[src/rtl/mem_wb_stage.sv]
// mem_wb_stage: single-entry MEM->WB pipeline register with load-data
// extraction from a synchronous RAM and a forwarding tap toward earlier stages.
module mem_wb_stage #(
  parameter int XLEN = 32,
  parameter int RA_W = 5
) (
  input  logic            clk,
  input  logic            rstn,
  input  logic            me_valid,
  output logic            me_ready,
  input  logic [XLEN-1:0] me_alu_o,
  input  logic [RA_W-1:0] me_rd,
  input  logic            me_mem2reg,
  input  logic            me_regs_write,
  input  logic [2:0]      me_func3_code,
  input  logic [XLEN-1:0] me_mem_data,
  input  logic            flush,
  input  logic            wb_ready,
  output logic            wb_valid,
  output logic [RA_W-1:0] wb_rd,
  output logic            wb_regs_write,
  output logic [XLEN-1:0] wb_wdata,
  output logic            fwd_valid,
  output logic [RA_W-1:0] fwd_rd,
  output logic [XLEN-1:0] fwd_data
);

  localparam int OFS_W = $clog2(XLEN / 8);

  typedef enum logic [1:0] {
    ST_EMPTY     = 2'd0,
    ST_WAIT_DATA = 2'd1,
    ST_FULL      = 2'd2
  } state_t;

  state_t            state_r;
  state_t            state_nxt_s;
  logic [XLEN-1:0]   alu_r;
  logic [XLEN-1:0]   data_r;
  logic [RA_W-1:0]   rd_r;
  logic [2:0]        func3_r;
  logic [OFS_W-1:0]  ofs_r;
  logic              mem2reg_r;
  logic              regs_write_r;
  logic              accept_s;
  logic [XLEN-1:0]   load_val_s;

  // Pick the addressed lane of the RAM word and extend it according to func3.
  // Misaligned offsets are rounded down to the access size; no fault is raised.
  function automatic logic [XLEN-1:0] load_extract(
    input logic [XLEN-1:0]  raw,
    input logic [2:0]       f3,
    input logic [OFS_W-1:0] ofs
  );
    logic [OFS_W-1:0] h_ofs;
    logic [OFS_W-1:0] w_ofs;
    logic [7:0]       b_v;
    logic [15:0]      h_v;
    logic [31:0]      w_v;
    logic [XLEN-1:0]  res;
    h_ofs = ofs & ~OFS_W'(1);
    w_ofs = ofs & ~OFS_W'(3);
    b_v   = 8'(raw >> {ofs, 3'b000});
    h_v   = 16'(raw >> {h_ofs, 3'b000});
    w_v   = 32'(raw >> {w_ofs, 3'b000});
    case (f3)
      3'b000:  res = XLEN'($signed(b_v));
      3'b001:  res = XLEN'($signed(h_v));
      3'b010:  res = XLEN'($signed(w_v));
      3'b100:  res = XLEN'(b_v);
      3'b101:  res = XLEN'(h_v);
      3'b110:  res = (XLEN == 64) ? XLEN'(w_v) : raw;
      default: res = raw;   // LD at XLEN=64 and all undefined codes
    endcase
    return res;
  endfunction

  assign me_ready = (state_r == ST_EMPTY) | ((state_r == ST_FULL) & wb_ready) | flush;
  assign accept_s = me_valid & me_ready & ~flush;

  // Next-state selection; flush overrides everything and drops any pending load.
  always_comb begin
    state_nxt_s = state_r;
    if (flush) begin
      state_nxt_s = ST_EMPTY;
    end else begin
      case (state_r)
        ST_EMPTY: begin
          if (accept_s) begin
            state_nxt_s = me_mem2reg ? ST_WAIT_DATA : ST_FULL;
          end else begin
            state_nxt_s = ST_EMPTY;
          end
        end
        ST_WAIT_DATA: begin
          state_nxt_s = ST_FULL;
        end
        ST_FULL: begin
          if (accept_s) begin
            state_nxt_s = me_mem2reg ? ST_WAIT_DATA : ST_FULL;
          end else if (wb_ready) begin
            state_nxt_s = ST_EMPTY;
          end else begin
            state_nxt_s = ST_FULL;
          end
        end
        default: begin
          state_nxt_s = ST_EMPTY;
        end
      endcase
    end
  end

  // State register.
  always_ff @(posedge clk or negedge rstn) begin
    if (!rstn) begin
      state_r <= ST_EMPTY;
    end else begin
      state_r <= state_nxt_s;
    end
  end

  // Entry fields: captured on accept; RAM data lands during the WAIT_DATA cycle.
  always_ff @(posedge clk or negedge rstn) begin
    if (!rstn) begin
      alu_r        <= {XLEN{1'b0}};
      data_r       <= {XLEN{1'b0}};
      rd_r         <= {RA_W{1'b0}};
      func3_r      <= 3'b000;
      ofs_r        <= {OFS_W{1'b0}};
      mem2reg_r    <= 1'b0;
      regs_write_r <= 1'b0;
    end else if (accept_s) begin
      alu_r        <= me_alu_o;
      rd_r         <= me_rd;
      func3_r      <= me_func3_code;
      ofs_r        <= me_alu_o[OFS_W-1:0];
      mem2reg_r    <= me_mem2reg;
      regs_write_r <= me_regs_write;
    end else if ((state_r == ST_WAIT_DATA) && !flush) begin
      data_r       <= me_mem_data;
    end
  end

  assign load_val_s    = load_extract(data_r, func3_r, ofs_r);
  assign wb_valid      = (state_r == ST_FULL);
  assign wb_rd         = rd_r;
  assign wb_wdata      = mem2reg_r ? load_val_s : alu_r;
  assign wb_regs_write = regs_write_r & (rd_r != {RA_W{1'b0}}) & wb_valid;
  assign fwd_valid     = wb_regs_write;
  assign fwd_rd        = wb_rd;
  assign fwd_data      = wb_wdata;

endmodule

[config.mk]
export PLATFORM = sky130hd
export DESIGN_NAME = mem_wb_stage
export DESIGN_NICKNAME = d
export VERILOG_FILES = /design/src/rtl/mem_wb_stage.sv
export SDC_FILE = /design/constraint.sdc
export NUM_CORES = 1
export LEC_CHECK = 0
export CORE_ASPECT_RATIO = 1.75
export CORE_MARGIN = 4
export CORE_UTILIZATION = 41
export DETAILED_ROUTE_END_ITERATION = 16
export GPL_TIMING_DRIVEN = 0
export MAX_ROUTING_LAYER = met4
export PLACE_DENSITY = 0.78
export SYNTH_ARGS = -nofsm -noshare
export SYNTH_HDL_FRONTEND = slang
export SYNTH_SLANG_ARGS = --single-unit
[constraint.sdc]
create_clock -name clk -period 2.2 [get_ports clk]
set_clock_uncertainty 0.05 [all_clocks]
set_input_delay 0.66 -clock clk [delete_from_list [all_inputs] [get_ports clk]]
set_output_delay 0.66 -clock clk [all_outputs]
set_load 0.01 [all_outputs]
==> impl_metrics.env <==
export IMPL_yosys_area_top_type="dfrtp_1"
export IMPL_max_freq_ghz=0.352
export IMPL_ant_nets=0
export IMPL_grt_first_pass_wirelength_mm=23.7
export IMPL_grt_max_degree=72
export IMPL_arrival_ps=2130
export IMPL_finalCriticalPeriod_ps=2840
export IMPL_rsz0062_at_grt="true"
export IMPL_areaGrowthSynthToFinish_pct=73.9
export IMPL_drive_gt1_share_pct=54.0
export IMPL_htree_levels=3
export IMPL_cts_buffer_depth=2
export IMPL_synth_area_per_cell_um2=10.8
export IMPL_clockRootBuffer="clkbuf_16"
export IMPL_status="finished with violations"
export IMPL_antenna_found_initial=0
export IMPL_grt_pass1_vias=4396
export IMPL_drc=0
export IMPL_avgViaCountPerCell=5.51
export IMPL_cp_end_kind="primary output"
export IMPL_hp_class="primary input to asynchronous set/reset pin"
export IMPL_cp_common_cell="buf_6"
export IMPL_antenna_cells=0
export IMPL_nets=689
export IMPL_initial_core_util_pct=41.6
export IMPL_rows=49
export IMPL_clock_latency_ps=340
export IMPL_utilization_pct=72.3
export IMPL_place_congestion=0.871
export IMPL_path_class="flop to primary output"
export IMPL_drt_pass1_iter_count=5
export IMPL_synthesis_area_um2=4260
export IMPL_setup_ws_ps=-643
export IMPL_io_pins=157
export IMPL_cap_viol_max_count=0
export IMPL_irDropWorstVdd_mv=0.627
export IMPL_yosysSeqAreaShare_pct=44.7
export IMPL_die_y_um=143
export IMPL_cts_made_buffers=9
export IMPL_wl_per_cell_um=21.8
export IMPL_drv_slew=0
export IMPL_synth_top_area_share_pct=44.7
export IMPL_hold_viol_final=0
export IMPL_min_period_over_period_pct=129
export IMPL_crit_fanout=4
export IMPL_die_area_um2=12100
export IMPL_relSlewSlack_pct=68.1
export IMPL_wl_mm=16.2
export IMPL_cts_tree="yes"
export IMPL_cts_sinks=76
export IMPL_yosysWarnings=0
export IMPL_worst_slew_pin_slew_ps=478
export IMPL_dp_slack_ps=-877
export IMPL_ys_seq_elements=76
export IMPL_numPortBuffers=156
export IMPL_max_stage_delay_ps=450
export IMPL_final_cell_mix="88 x buf_6, 86 x clkdlybuf4s50_1, 71 x dfrtp_1"
export IMPL_dp_hpwl_mm=9.96
export IMPL_yosys_cell_types_count=42
export IMPL_finalSetupViolCount=64
export IMPL_path_clk_slew_ps=60
export IMPL_netlist_top_cells_area="dfrtp_1 45%, mux2_2 19%, buf_4 6.7%, nand2_1 3.1%, o21ai_0 2.4%"
export IMPL_syn_inst=393
export IMPL_place_area_um2=6150
export IMPL_p_total_uw=7680
export IMPL_p_leak_uw=0.00319
export IMPL_final_common_cell="buf_6"
export IMPL_final_cell_area_um2=7400
export IMPL_ctsHoldBuffers=0
export IMPL_path_cells="mux2i_2, mux2_4, o21a_4, buf_6, buf_6, nor3_4, buf_4, buf_6"
export IMPL_tns_ps=-35170
export IMPL_grt_overflow=0
export IMPL_cp_slowest_cell="dfrtp_2"
export IMPL_cp_required_ps=1490
export IMPL_coreArea_um2=10200
export IMPL_start_kind="flop"
export IMPL_first_iter_violations=230
export IMPL_grt_usage_pct=26.1
export IMPL_synth_nets=472
export IMPL_num_vias=4087
export IMPL_power_density_nw_per_um2=1040
export IMPL_violations="negative setup slack"
export IMPL_nFillCells=655
export IMPL_dieWidth_um=85.0
==> worst paths after layout <==
kind                                        from                endpoint  slack [ps]  cells past startpoint
setup reg to reg            state_r[1]$_DFF_PN0_   fwd_rd[4]$_DFFE_PN0N_         130                      7
hold reg to reg            alu_r[19]$_DFFE_PN0N_   alu_r[19]$_DFFE_PN0N_         460                      1
min in group clk           alu_r[19]$_DFFE_PN0N_   alu_r[19]$_DFFE_PN0N_         460                      1
max in group asynchronous                   rstn  func3_r[0]$_DFFE_PN0N_        1420                      2
hold / removal                              rstn   fwd_rd[4]$_DFFE_PN0N_          70                      1
setup / recovery            alu_r[0]$_DFFE_PN0N_            wb_wdata[10]        -640                      8
==> flip-flops by register name (all words and copies together) (netlist names) <==
name and flops:
alu_r 32, data_r 32, fwd_rd 5, func3_r 3, state_r 2, mem2reg_r 1, regs_write_r 1
==> power breakdown <==
group	internal, uW	total, uW	switching [uW]
registers	1710	2050	340
clock network	761	1360	599
logic	2430	4270	1840
==> critical path, delay by kind of cell, from the launching register on <==
kind / cells / cell delay, ps
flops: 1 / 450
simple gates: 1 / 180
mux: 2 / 480
buf+inv: 4 / 460
compound gates: 1 / 230
==> layout make-up <==
cell class | instances | area [um2] | area share, %
multi-input combinational | 245 | 2400 | 32.4
timing repair buffer | 211 | 2100 | 28.4
sequential | 76 | 1910 | 25.8
buffer | 58 | 514 | 6.95
clock buffer | 10 | 229 | 3.09
tap | 127 | 159 | 2.15
clock inverter | 6 | 41.3 | 0.558
inverter | 8 | 35.0 | 0.474
timing repair inverter | 1 | 16.3 | 0.220
==> through the flow <==
stage | instances | hold slack, ps
global route | 742 | 72.8
finish | 742 | 72.7
detailed placement | 677 | 434
floorplan | 393 | 314
CTS | 733 | 74.0
global placement | 676 | 435
==> per-layer routing <==
layer	track usage (%)	wire, um	up-vias
li1	-	-	1802
met1	26.6	5720	2045
met2	46.9	9180	192
met3	4.56	790	48
met4	13.7	514	0
met5	-	0	-
==> cell families after synthesis <==
group           count (synthesis)  synth area share [%]
compound gates                 78                  13.2
buf+inv                        72                  10.8
flops                          76                  44.7
mux                            81                  21.3
simple gates                   86                  10.1
==> what timing repair did <==
item	CTS	global route
pin swaps	40	34
cloned	3	0
resized for setup	418	48
endpoints found under the setup margin	68	104
buffers inserted	40	16
==> cells in the mapped netlist, drive strengths merged <==
cell,n
nor3,6
o22ai,13
a311o,6
o211ai,1
o211a,1
nor3b,1
inv,7
nand3,18
or2b,1
o21ai,25
mux2,76
nor2,8
buf,55
nor2b,8
o21a,1
nor4b,1
dfrtp,76
a21oi,20
mux2i,5
and2,1
clkbuf,9
o21bai,1
nand2b,2
nand3b,2
o221ai,1
o22a,1
and3,1
or2,2
nand2,35
o32ai,5
a311oi,2
a22oi,1
clkinv,1
No activity file was read; power rests on OpenSTA's default activity.
